[src/rtl/axis_check_arbiter.sv]
// Round-robin AXIS arbiter: grants one source per fixed burst and forwards beats through a registered output slot tagged with the source port.
// Optional trace build: define ARB_TRACE_EN to get grant messages and starvation warnings.
module axis_check_arbiter #(
  parameter int DATA_WIDTH = 10,
  parameter int NUM_PORTS  = 4,
  parameter int BURST      = 1,
  localparam int PORT_W    = $clog2(NUM_PORTS)
) (
  input  logic                            clk,
  input  logic                            rst,
  input  logic [NUM_PORTS-1:0]            in_valid,
  input  logic [NUM_PORTS*DATA_WIDTH-1:0] in_data,
  output logic [NUM_PORTS-1:0]            in_ready,
  output logic                            out_valid,
  output logic [DATA_WIDTH-1:0]           out_data,
  output logic [PORT_W-1:0]               out_port,
  input  logic                            out_ready,
  output logic                            busy
);

  typedef enum logic {IDLE, GRANT} state_t;

  localparam logic [7:0] LAST_BEAT = 8'(BURST - 1);

  state_t              state;
  logic [PORT_W-1:0]   gnt;
  logic [PORT_W-1:0]   last;
  logic [PORT_W-1:0]   next_port;
  logic [7:0]          cnt;
  logic                accept;
  logic [DATA_WIDTH-1:0] gnt_data;

  // Search from last+1 upward; iterating the offsets downward lets the nearest requester win.
  always_comb begin
    // NOTE: every always_comb output gets a default first so no path leaves it unassigned (no latch).
    next_port = last;
    for (int k = NUM_PORTS; k >= 1; k--) begin
      if (in_valid[PORT_W'((int'(last) + k) % NUM_PORTS)])
        next_port = PORT_W'((int'(last) + k) % NUM_PORTS);
    end
  end

  // Ready depends on out_ready and registered state only, never on in_valid.
  always_comb begin
    in_ready = '0;
    if (state == GRANT)
      in_ready[gnt] = !out_valid || out_ready;
  end

  assign accept   = (state == GRANT) && in_valid[gnt] && in_ready[gnt];
  assign gnt_data = in_data[gnt*DATA_WIDTH +: DATA_WIDTH];
  assign busy     = (state == GRANT);

  always_ff @(posedge clk or posedge rst) begin
    // NOTE: sequential state uses non-blocking assignments so every register samples pre-edge values.
    if (rst) begin
      state     <= IDLE;
      gnt       <= '0;
      cnt       <= '0;
      last      <= PORT_W'(NUM_PORTS - 1);
      out_valid <= 1'b0;
      out_data  <= '0;
      out_port  <= '0;
    end else begin
      if (accept) begin
        out_valid <= 1'b1;
        out_data  <= gnt_data;
        out_port  <= gnt;
      end else if (out_ready) begin
        out_valid <= 1'b0;
      end

      case (state)
        IDLE: begin
          if (|in_valid) begin
            gnt   <= next_port;
            cnt   <= '0;
            state <= GRANT;
          end
        end
        GRANT: begin
          // The grant is held across idle source cycles; only accepted beats advance the count.
          if (accept) begin
            cnt <= cnt + 8'd1;
            if (cnt == LAST_BEAT) begin
              last  <= gnt;
              state <= IDLE;
            end
          end
        end
        default: state <= IDLE;
      endcase
    end
  end

`ifdef ARB_TRACE_EN
  localparam int STARVE_LIMIT = NUM_PORTS * (BURST + 1) + 4;

  int unsigned          wait_cnt [NUM_PORTS];
  logic [NUM_PORTS-1:0] starve_flag;

  always_ff @(posedge clk or posedge rst) begin
    if (rst) begin
      for (int i = 0; i < NUM_PORTS; i++) wait_cnt[i] <= 0;
      starve_flag <= '0;
    end else begin
      if (state == IDLE && |in_valid)
        $info("Grant port %0d", next_port);
      for (int i = 0; i < NUM_PORTS; i++) begin
        if (!in_valid[i] || (state == GRANT && gnt == PORT_W'(i))) begin
          wait_cnt[i]    <= 0;
          starve_flag[i] <= 1'b0;
        end else begin
          if (wait_cnt[i] != 32'hFFFF_FFFF)
            wait_cnt[i] <= wait_cnt[i] + 1;
          // One report per wait episode; the flag clears when the episode ends.
          if (wait_cnt[i] >= STARVE_LIMIT && !starve_flag[i]) begin
            $display("Starvation port %0d", i);
            starve_flag[i] <= 1'b1;
          end
        end
      end
    end
  end
`endif

endmodule

[config.mk]
export PLATFORM = sky130hd
export DESIGN_NAME = axis_check_arbiter
export DESIGN_NICKNAME = d
export VERILOG_FILES = /design/src/rtl/axis_check_arbiter.sv
export SDC_FILE = /design/constraint.sdc
export NUM_CORES = 1
export LEC_CHECK = 0
export BUFFER_PORTS_ARGS = -buffer_cell sky130_fd_sc_hd__buf_4
export CAP_MARGIN = 5
export CORE_UTILIZATION = 43
export CTS_CLUSTER_SIZE = 12
export DETAILED_ROUTE_END_ITERATION = 7
export PLACE_DENSITY = 0.76
export SLEW_MARGIN = 20
export SYNTH_ARGS = -nofsm -noshare
export SYNTH_HDL_FRONTEND = slang
export SYNTH_SLANG_ARGS = --single-unit
export TNS_END_PERCENT = 1
[constraint.sdc]
create_clock -name clk -period 1.57 [get_ports clk]
set_input_delay 0.0785 -clock clk [delete_from_list [all_inputs] [get_ports clk]]
set_output_delay 0.0785 -clock clk [all_outputs]
set_load 0.02 [all_outputs]
==> out/summary.txt <==
Outcome -> complete, but fails checks
Failing checks -> negative setup slack
Seq cells post-synth -> 26
Gpl congestion -> 0.8713
R2r startpoint -> gnt[1]
Worst setup margin -> -0.05856 ns
WP data required -> 1.81 ns
Period Utilization, post-route -> 103.7%
Net Count, Synth -> 179
Max-slew violations -> 0
R2r endpoint -> out_data[0]
CTS tree -> built
Chip Height -> 61.92 um
Non-Filler Instances -> 250
CP cell instances -> mux4_2 > nand3_4 > buf_12 > mux2_4
Initial antenna violation count -> 0
Filler instances -> 254
Final Cell Area -> 2295 um^2
Crit Path Class -> reg2reg
HPWL after DPL -> 3045 um
Fmax -> 0.6140 GHz
Register area share after synthesis -> 42.30%
WHS -> 0.03562 ns
Min-delay src -> out_ready
Crit end category -> flip-flop
First-pass GRT wire length -> 6037 um
ANT nets after route -> 0
R2r setup slk -> -0.06 ns
Min Tclk post-route -> 1.629 ns
Max Cap Viol -> 0
Die W -> 61.92 um
Vias -> 1378
Clock Sink Count -> 26
Area Overhead vs Synth -> 48.62%
Full die area -> 3834 um^2
Port Buffers -> 64
Num CTS Buffers -> 3
Final-report setup violation count -> 16
Min-delay worst type -> in2reg
Async set-reset flop share out of synthesis -> 100.0%
Share of cells above drive strength 1 -> 57.84%
Netlist cell types -> 37
Reg2Reg Depth -> 4
Max Root-Sink Buffers -> 2
Post-Synthesis Cells -> 130
CTS root buf -> clkbuf_4
Number of diodes -> 0
GR Util All Layers -> 22.00%
WHS Path Cells -> 3
Min-Delay Endpoint -> out_valid
Startpoint types -> flip-flop
Final Skew -> 0.003671 ns
Tightest Pin Transition -> 0.5740 ns
Crit-path leading delay family -> multiplexers
DP Area -> 2167 um^2
Worst-Skew Late Latency -> 0.33 ns
Wirelength per Cell -> 16.23 um
Number of global-route vias before repair -> 1353
VDD IR max -> 973.8 uV
Worst-path clk slew -> 0.15 ns
Cell Area, Synth -> 1544 um^2
PwrDens -> 1903 nW/um^2
Post-Syn Area per Cell -> 11.88 um^2
Rel. slew slack -> 61.69%
DP Worst Slack -> -0.06772 ns
Via/cell ratio -> 5.512
Drt drc -> 0
CP Buf/Inv Count -> 1
CP peak stage delay -> 0.55 ns
Worst Path Arrival -> 1.87 ns
Placed cells -> 243
TritonRoute pass-1 iters -> 4
Initial Utilization -> 45.55%
Post-layout util -> 67.70%
Drt total wl -> 4057 um
Commonest non-fill, non-tap cell in the layout -> buf_4
Final net count -> 254
Number of synthesis warnings -> 0
RSZ-0062 raised after global routing -> yes
Starting DRC count in detailed routing -> 63
Htree depth -> 1
CP max-delay cell -> mux4_2
Pleak -> 1.104 nW
Core area -> 3390 um^2
Main synth FF type -> dfrtp_1
Largest net degree at the start of global routing -> 20
Most frequent cells in the layout -> 75 x buf_4, 23 x dfrtp_1, 13 x mux2_4
Std-Cell Rows -> 21
Number of synthesized flops with an enable pin -> 0
Remaining Overflow, GRT -> 0
I/O pins -> 65
CP Max Fanout -> 13
Final Hold Viols -> 0
==> cells by family (layout without fill, tap and decap cells) <==
| kind of cell | count (synthesis) | count (layout) | share of synthesized area, % |
|---|---|---|---|
| flip-flops | 26 | 26 | 42.30 |
| AND/OR/NAND/NOR | 36 | 36 | 12.64 |
| multiplexers | 28 | 28 | 28.77 |
| adder cells (fa/ha/maj) | 2 | 2 | 1.620 |
| buffers and inverters | 15 | 89 | 5.105 |
| AO/OA/AOI/OAI | 23 | 23 | 9.563 |
==> worst register-to-register path, stage by stage (launching register included) <==
cell     delay, ns
dfrtp_1       0.39
mux4_2        0.55
nand3_4       0.14
buf_12        0.15
mux2_4        0.30
==> how the worst max path moves through the flow <==
stage / startpoint / to / slack [ns] / cells past startpoint
2_1_floorplan: gnt[1] / out_data[0] / -0.02 / 4
3_3_place_gp: gnt[1] / out_data[6] / -0.02 / 4
3_5_place_dp: gnt[1] / out_data[7] / -0.07 / 4
4_1_cts: gnt[1] / out_data[7] / -0.05 / 4
5_1_grt: gnt[1] / out_data[2] / -0.09 / 4
6_report: gnt[1] / out_data[0] / -0.06 / 4
==> per-layer routing <==
layer,up-vias,wire length [um],GRT usage [%]
li1,639,-,-
met1,677,1524,26.53
met2,51,2209,40.09
met3,11,211,2.277
met4,0,111,8.889
met5,-,0,0
==> metrics by stage <==
step,power [W],TNS [ns]
2_1_floorplan,0.002820,-0.1423
3_3_place_gp,0.003620,-0.1409
3_5_place_dp,0.003724,-0.6091
4_1_cts,0.004370,-0.5778
5_1_grt,0.004630,-1.488
6_report,0.004367,-0.6298
==> flip-flops by register name (all words and copies together) (netlist names) <==
register   count
busy           1
gnt            2
out_data      10
out_valid      1
cnt            8
out_port       2
last           2
==> cells in the mapped netlist (2+ instances only) <==
cell,count,area [um^2]
a21boi_1,2,15.01
a21oi_1,4,20.02
and3_1,2,12.51
buf_2,3,15.01
buf_6,2,22.52
clkbuf_1,3,11.26
dfrtp_1,24,600.6
dfstp_2,2,52.55
ha_1,2,25.02
inv_1,6,22.52
mux2_1,7,78.83
mux2_2,6,67.56
mux2_4,2,30.03
mux2i_1,2,20.02
mux4_2,11,247.7
nand2_1,9,33.78
nand2b_1,2,12.51
nand3_1,6,30.03
nand4_1,2,12.51
nor2_1,5,18.77
nor3_1,2,10.01
o211ai_1,3,22.52
o21ai_0,4,20.02
o21ai_1,2,10.01
o31ai_1,4,30.03
or3_1,2,12.51
==> power breakdown <==
part           switching [W]  internal [W]
clock network       0.000216      0.000258
registers           0.000213      0.000961
logic                0.00123       0.00149
total                0.00166       0.00271
==> final cells by class <==
cell class                 instances  area [um^2]  area share [%]
sequential                        26        654.4           28.52
multi-input combinational         89        883.3           38.50
clock inverter                     1        30.03           1.309
inverter                           6        22.52          0.9815
timing repair buffer              79        624.3           27.21
tap                               46        57.56           2.508
clock buffer                       3        22.52          0.9815
==> timing repair <==
item	4_1_cts	5_1_grt
setup buffers	2	0
hold buffers	1	0
gates resized for setup	11	3
setup endpoints to repair	22	22
pin swaps	4	2
endpoints found under the hold margin	11	0
Power figures use the tool's default switching activity.
